--- src/rtl/mem_port_arbiter.sv ---
// Arbitrates one shared memory port between an instruction-fetch requester and a
// load/store requester, with fetch starvation protection and an ack timeout.
module mem_port_arbiter #(
   parameter int STARVE_LIMIT = 2,
   parameter int TIMEOUT      = 255
) (
   input  logic        clk,
   input  logic        rst,
   input  logic        if_req,
   input  logic [31:0] if_addr,
   output logic [31:0] if_rdata,
   output logic        if_valid,
   input  logic        ls_req,
   input  logic        ls_wr,
   input  logic [31:0] ls_addr,
   input  logic [31:0] ls_wdata,
   input  logic [2:0]  ls_mode,
   output logic [31:0] ls_rdata,
   output logic        ls_valid,
   output logic        mem_req,
   output logic        mem_wr,
   output logic [31:0] mem_addr,
   output logic [31:0] mem_wdata,
   output logic [2:0]  mem_mode,
   input  logic [31:0] mem_rdata,
   input  logic        mem_ack,
   output logic        bus_err,
   output logic        stall
);

   localparam logic [1:0] S_IDLE  = 2'd0;
   localparam logic [1:0] S_FETCH = 2'd1;
   localparam logic [1:0] S_DATA  = 2'd2;

   localparam logic [2:0] MODE_NONE = 3'b111;
   localparam logic [2:0] MODE_WORD = 3'b010;

   localparam logic [7:0] STARVE_MAX = 8'(STARVE_LIMIT);
   localparam logic [7:0] TMO_LAST   = 8'(TIMEOUT - 1);

   logic [1:0]  state_q,     state_d;
   logic        mem_req_q,   mem_req_d;
   logic        mem_wr_q,    mem_wr_d;
   logic [31:0] mem_addr_q,  mem_addr_d;
   logic [31:0] mem_wdata_q, mem_wdata_d;
   logic [2:0]  mem_mode_q,  mem_mode_d;
   logic [31:0] if_rdata_q,  if_rdata_d;
   logic [31:0] ls_rdata_q,  ls_rdata_d;
   logic        if_valid_q,  if_valid_d;
   logic        ls_valid_q,  ls_valid_d;
   logic        bus_err_q,   bus_err_d;
   logic [7:0]  starve_q,    starve_d;
   logic [7:0]  timer_q,     timer_d;

   logic idle_free;
   logic grant_ls;
   logic grant_if;

   // No grant while a completion pulse is out: the finishing requester's req is stale
   // that cycle, and arbitrating against it would let the other side jump the queue.
   always_comb begin
      idle_free = (state_q == S_IDLE) && !if_valid_q && !ls_valid_q;
      grant_ls  = idle_free && ls_req && (!if_req || (starve_q < STARVE_MAX));
      grant_if  = idle_free && !grant_ls && if_req;
   end

   always_comb begin
      state_d     = state_q;
      mem_req_d   = mem_req_q;
      mem_wr_d    = mem_wr_q;
      mem_addr_d  = mem_addr_q;
      mem_wdata_d = mem_wdata_q;
      mem_mode_d  = mem_mode_q;
      if_rdata_d  = if_rdata_q;
      ls_rdata_d  = ls_rdata_q;
      if_valid_d  = 1'b0;
      ls_valid_d  = 1'b0;
      bus_err_d   = 1'b0;
      starve_d    = starve_q;
      timer_d     = timer_q;

      case (state_q)
         S_IDLE: begin
            if (grant_ls) begin
               state_d     = S_DATA;
               mem_req_d   = 1'b1;
               mem_wr_d    = ls_wr;
               mem_addr_d  = ls_addr;
               mem_wdata_d = ls_wdata;
               mem_mode_d  = ls_mode;
               timer_d     = 8'd0;
               starve_d    = if_req ? (starve_q + 8'd1) : 8'd0;
            end else if (grant_if) begin
               state_d     = S_FETCH;
               mem_req_d   = 1'b1;
               mem_wr_d    = 1'b0;
               mem_addr_d  = if_addr;
               mem_wdata_d = 32'd0;
               mem_mode_d  = MODE_WORD;
               timer_d     = 8'd0;
               starve_d    = 8'd0;
            end
         end
         S_FETCH, S_DATA: begin
            // An ack on the timeout cycle still counts as a normal completion.
            if (mem_ack) begin
               state_d   = S_IDLE;
               mem_req_d = 1'b0;
               if (state_q == S_FETCH) begin
                  if_valid_d = 1'b1;
                  if_rdata_d = mem_rdata;
               end else begin
                  ls_valid_d = 1'b1;
                  if (!mem_wr_q) ls_rdata_d = mem_rdata;
               end
            end else if (timer_q == TMO_LAST) begin
               state_d   = S_IDLE;
               mem_req_d = 1'b0;
               bus_err_d = 1'b1;
               if (state_q == S_FETCH) begin
                  if_valid_d = 1'b1;
                  if_rdata_d = 32'd0;
               end else begin
                  ls_valid_d = 1'b1;
                  ls_rdata_d = 32'd0;
               end
            end else begin
               timer_d = timer_q + 8'd1;
            end
         end
         default: begin
            state_d   = S_IDLE;
            mem_req_d = 1'b0;
         end
      endcase
   end

   always_ff @(posedge clk) begin
      if (rst) begin
         state_q     <= S_IDLE;
         mem_req_q   <= 1'b0;
         mem_wr_q    <= 1'b0;
         mem_addr_q  <= 32'd0;
         mem_wdata_q <= 32'd0;
         mem_mode_q  <= MODE_NONE;
         if_rdata_q  <= 32'd0;
         ls_rdata_q  <= 32'd0;
         if_valid_q  <= 1'b0;
         ls_valid_q  <= 1'b0;
         bus_err_q   <= 1'b0;
         starve_q    <= 8'd0;
         timer_q     <= 8'd0;
      end else begin
         state_q     <= state_d;
         mem_req_q   <= mem_req_d;
         mem_wr_q    <= mem_wr_d;
         mem_addr_q  <= mem_addr_d;
         mem_wdata_q <= mem_wdata_d;
         mem_mode_q  <= mem_mode_d;
         if_rdata_q  <= if_rdata_d;
         ls_rdata_q  <= ls_rdata_d;
         if_valid_q  <= if_valid_d;
         ls_valid_q  <= ls_valid_d;
         bus_err_q   <= bus_err_d;
         starve_q    <= starve_d;
         timer_q     <= timer_d;
      end
   end

   assign mem_req   = mem_req_q;
   assign mem_wr    = mem_wr_q;
   assign mem_addr  = mem_addr_q;
   assign mem_wdata = mem_wdata_q;
   assign mem_mode  = mem_mode_q;
   assign if_rdata  = if_rdata_q;
   assign ls_rdata  = ls_rdata_q;
   assign if_valid  = if_valid_q;
   assign ls_valid  = ls_valid_q;
   assign bus_err   = bus_err_q;
   assign stall     = (if_req & ~if_valid_q) | (ls_req & ~ls_valid_q);

endmodule

--- config.mk ---
export PLATFORM = sky130hd
export DESIGN_NAME = mem_port_arbiter
export DESIGN_NICKNAME = d
export VERILOG_FILES = /design/src/rtl/mem_port_arbiter.sv
export SDC_FILE = /design/constraint.sdc
export NUM_CORES = 1
export LEC_CHECK = 0
export ABC_AREA = 1
export BUFFER_PORTS_ARGS = -buffer_cell sky130_fd_sc_hd__buf_4
export CAP_MARGIN = 10
export CORE_UTILIZATION = 25
export CTS_BUF_LIST = sky130_fd_sc_hd__clkbuf_4
export CTS_CLUSTER_SIZE = 24
export DETAILED_ROUTE_END_ITERATION = 8
export SYNTH_ARGS = -nofsm -noshare
export SYNTH_HDL_FRONTEND = slang
export SYNTH_SLANG_ARGS = --single-unit
--- constraint.sdc ---
create_clock -name clk -period 4 [get_ports clk]
set_input_delay 0.8 -clock clk [delete_from_list [all_inputs] [get_ports clk]]
set_output_delay 0.8 -clock clk [all_outputs]
set_load 0.02 [all_outputs]
======== Word-level counts from Yosys, hierarchy flattened ========
Index checks and enable logic that the tools add are counted.
cells by class
  mux-type cells .......................... 41
  add/sub/neg operators ................... 2
  magnitude comparators ................... 1
  reduce and logical (&&, ||, !) cells .... 23
  bitwise logic cells ..................... 7
  equality and inequality tests ........... 8
operator list
  operator                                                               count
  32-bit 2-to-1 mux                                                      13
  8-bit 2-to-1 mux                                                       6
  8-bit by 1-bit adder with 8-bit output (second input constant)         2
  8-bit case mux with 2 select lines                                     1
  1-bit 2-to-1 mux                                                       13
  8-bit == test (second input constant)                                  1
  8-bit by 2-bit < comparator with 1-bit output (second input constant)  1
  2-bit 2-to-1 mux                                                       4
  4-bit AND reduction                                                    2
  1-bit logical AND                                                      6
  3-bit 2-to-1 mux                                                       2
  2-bit inequality test (second input constant)                          3
  3-bit inequality test (second input constant)                          2
  2-bit nonzero test                                                     3
  1-bit zero test                                                        4
  1-bit NOT                                                              4
  2-bit case mux with 2 select lines                                     1
  2-bit AND reduction                                                    2
  2-bit OR reduction                                                     2
  3-bit AND reduction                                                    1
  3-bit OR reduction                                                     1
  1-bit bitwise AND                                                      2
  2-bit by 1-bit == test with 1-bit output (second input constant)       1
  2-bit == test (second input constant)                                  1
  other kinds (4)                                                        4
word-level totals
  output and inout port bits .............. 137
  input port bits ......................... 137
  flip-flop bits (word level) ............. 154
  logic and storage cells ................. 95

======== Depth between registers and ports, before layout ========
  depth in word-level cells ............... 11
  mapped depth ............................ 11
  gate-level depth less buffers ........... 11

======== Worst setup path before layout ========
Ideal clock, no wire load.
  path kind ............................... input-to-output
  from .................................... input ls_req
  to ...................................... output stall
  required time ........................... 3200 ps
  path buffers ............................ 0
  setup slack ............................. 1991 ps
  arrival time ............................ 1209 ps
  stages on the path ...................... 2
  path through ............................ inv_1 > o22ai_1
between the ends
  longest elaborated chain between the ends .. 2
ends and longest elaborated chain
  what               RTL line  text
  from (decl)        13        input logic ls_req,
  1-bit bitwise AND  180       assign stall = (if_req & ~if_valid_q) | (ls_req & ~ls_valid_q);
  1-bit bitwise OR   180
  to (decl)          28        output logic stall
Every way passes these cells.

======== Final worst setup path ========
  from .................................... register starve_q[4]
  to ...................................... register mem_addr_q[27], in the netlist mem_addr[27]
between the ends
  longest elaborated chain between the ends .. 8
  elaborated cells on any way between the ends .. 9
  classes of those cells .................. order compare (1); mux (1); reduce/logical (7)
ends and longest elaborated chain
  what                                               RTL line  text
  from (decl)                                        52        logic [7:0] starve_q, starve_d;
  from (signal assigned)                             165       starve_q <= starve_d;
  8-bit by 2-bit < comparator with 1-bit output (*)  63        grant_ls = idle_free && ls_req && (!if_req || (starve_q < STARVE_MAX));
  1-bit logical OR (*)                               63
  1-bit logical AND (*)                              63
  1-bit zero test                                    64        grant_if = idle_free && !grant_ls && if_req;
  1-bit logical AND (2 in series)                    64
  2-bit nonzero test (no line)                       n/a
  2-bit AND reduction (no line)                      n/a
  to (signal assigned)                               157       mem_addr_q <= mem_addr_d;
  to (decl)                                          44        logic [31:0] mem_addr_q, mem_addr_d;
Every way passes the cells marked *; elsewhere a longest branch is shown, timed or not.
A chain may end at the register's enable or synchronous reset.

==> metrics.md <==
| Metric | Value |
|---|---|
| Dominant cell type by area after synthesis | dfxtp_1 |
| Die width | 165 µm |
| EDFF count, synth | 0 |
| Register-to-register path setup slack | 1.68 ns |
| Leading cell types by count after synthesis | nand2_1, dfxtp_1, inv_1 |
| Final HPWL DP | 13.7 mm |
| Clock Skew | 0.0308 ns |
| Number of global-route vias before repair | 6136 |
| Drt wl/cell | 13.0 µm |
| Total gr overflow | 0 |
| Hold-fix buffers, CTS | 0 |
| Height of the die | 165 µm |
| Via count | 6705 |
| Async set-reset flop share out of synthesis | 0 |
| Sinks on the clock net | 154 |
| H-Tree Depth | 4 |
| Fin. max-slew vios | 0 |
| Final Util | 0.351 |
| Initial antenna violation count | 1 |
| Final Hold Fails | 0 |
| Crit share post-route | 0.580 |
| DRT Wirelength | 20.1 mm |
| Drt pass-1 iters | 4 |
| Pre-CTS WS | 1.25 ns |
| Register area | 3080 µm² |
| Slew @ Worst Pin | 1.12 ns |
| Sequential fraction of design power | 0.351 |
| Num CTS Buffers | 17 |
| P_int | 3.25 mW |
| Nets | 1332 |
| Total GRT Usage | 0.145 |
| Critical path capture point type | flop |
| P_leak | 4.42 nW |
| CP Max Fanout | 33 |
| Placer Congestion | 0.771 |
| Post-DRT Antenna Nets | 0 |
| Library cells used by synthesis | 31 |
| Tot Pwr | 6.02 mW |
| Starting Density | 0.255 |
| Setup CP Type | flop to flop |
| Hold Path Sink | mem_mode[0] |
| Count of final setup violators | 0 |
| CTS tree | built |
| Largest net degree at the start of global routing | 63 |
| Clock Latency Late Sink | 0.57 ns |
| # Post-CTS Setup Buffers | 0 |
| Power Dens Cells | 657 nW/µm² |
| Worst reg2reg path endpoint | mem_addr[27] |
| Core Rows | 59 |
| Synthesis-to-finish area growth | 38.0% |
| Peak supply drop | 0.000379 V |
| Die area | 27200 µm² |
| Clock Path Buffers | 2 |
| I/O Buffers | 273 |
| Worst Path Required | 4.48 ns |
| Setup Total Neg Slack | 0 ns |
| CORE AREA | 26100 µm² |
| Placed cell count | 1506 |
| Io pins | 274 |
| Hold depth | 3 |
| FF-to-FF path depth | 9 |
| CTS clk-pin slew, worst paths | 0.15 ns |
| Syn_nets | 1090 |
| Comb pwr share | 0.491 |
| Resize count post-CTS | 0 |
| Switching fraction of total power | 0.460 |
| CP Launch Type | flop |
| Worst slew margin | 0.250 |
| Net Sw Power | 2.77 mW |
| MaxCap Viol Count | 0 |
| Outcome | finished clean |
| DRT iter0 DRCs | 503 |
| Clk pwr share | 0.157 |
| Share of layout cells above drive strength 1 | 0.275 |
| Top FF cell, synth | dfxtp_1 |
| Fmax | 0.431 GHz |
| Minimum clock period after layout | 2.32 ns |
| Post-Syn Area per Cell | 7.00 µm² |
| RSZ-0062 raised after global routing | false |
| Filler cell count | 2840 |
| Synthesized cell area | 6630 µm² |
| Source of the worst register-to-register timing path | starve_q[4] |
| Post-Syn Instances | 948 |
| Seq cells post-synth | 154 |
| Critical path arrival | 2.80 ns |
| Footprint of the multi-input gates | 2770 µm² |
| Total number of yosys warnings | 0 |
| CTS root buf | clkbuf_4 |
| Finished Layout Cells | 1539 |
| Post-synth top area share | 0.465 |
| First-pass GRT wire length | 31.0 mm |
| Crit path launch | starve_q[4] |
| Vias per inst | 4.36 |
| Hold/Removal Path Class | primary input to flop |
| DRC | 0 |
| Main area contributors after synthesis | dfxtp_1, nand2_1, a21oi_1 |
| Hold wc startpoint | ls_mode[0] |
| Final WS setup | 1.68 ns |
| Count leader, synth | nand2_1 |
| Register area share after synthesis | 0.465 |
final cells by class:
type / count / share of cell area
Sequential cell: 154 / 0.337
Multi-Input combinational cell: 604 / 0.302
Timing Repair Buffer: 281 / 0.232
Inverter: 132 / 0.0541
Tap cell: 335 / 0.0458
Clock inverter: 15 / 0.0152
Clock buffer: 17 / 0.0139
Antenna cell: 1 / 0.000273
through the flow:
stage                     instance area [µm²]  hold WS [ns]
after detailed placement                 8890         0.429
after global routing                     9160         0.367
after floorplan                          6630         0.419
after global placement                   8890         0.427
final                                    9160         0.417
after CTS                                9150         0.355
worst max-delay path by stage:
stage | slack [ns] | depth (start not counted) | end
after floorplan | 1.99 | 2 | stall
after global placement | 1.27 | 6 | if_rdata[0]
after detailed placement | 1.25 | 6 | if_rdata[1]
after CTS | 1.65 | 9 | mem_addr[27]
after global routing | 1.30 | 9 | mem_addr[17]
final | 1.68 | 9 | mem_addr[27]
state kept, by name (all words and copies together) (netlist names), 2 cells and up:
register and cells:
mem_wdata 32, state_q 2, timer_q 8, ls_rdata 32, mem_mode 3, mem_addr 32
starve_q 8, if_rdata 32
layout by cell type (no fill, tap or decap), types with 5 or more instances in the layout:
cell type,count
ha_1,5
nand2_1,230
inv_1,127
nand4_1,15
clkbuf_4,17
o21ai_0,45
dfxtp_1,154
a21oi_1,111
nor2_1,93
nand3_1,75
buf_4,280
o21ai_1,6
critical path: stages (launching register included):
cell	delay, ns
dfxtp_1	0.34
nor2_1	0.10
nand2_1	0.10
o21ai_2	0.14
buf_4	0.33
nand2_1	0.76
nand2_1	0.26
nand3_1	0.09
nand2_1	0.09
inv_1	0.03
layer usage:
metal	global-route usage	routed length, µm
met1	0.180	9040
met2	0.241	9260
met3	0.0432	1550
met4	0.0388	208
met5	0	0
logic make-up after synthesis:
group           count (synthesis)  share of synthesized area
flops                         154                      0.465
compound gates                166                      0.127
xor+xnor                        3                    0.00396
simple gates                  430                      0.277
buf+inv                       190                      0.118
fa+ha+maj                       5                    0.00943
power groups by stage:
stage               Sequential, mW  Combinational [mW]  Clock [mW]
CTS                           2.12                2.99        1.00
global placement              2.14                2.96           0
floorplan                     2.56                1.54           0
global route                  2.16                3.31        1.05
finish                        2.11                2.96       0.947
detailed placement            2.15                2.98           0
Power figures use the tool's default switching activity.
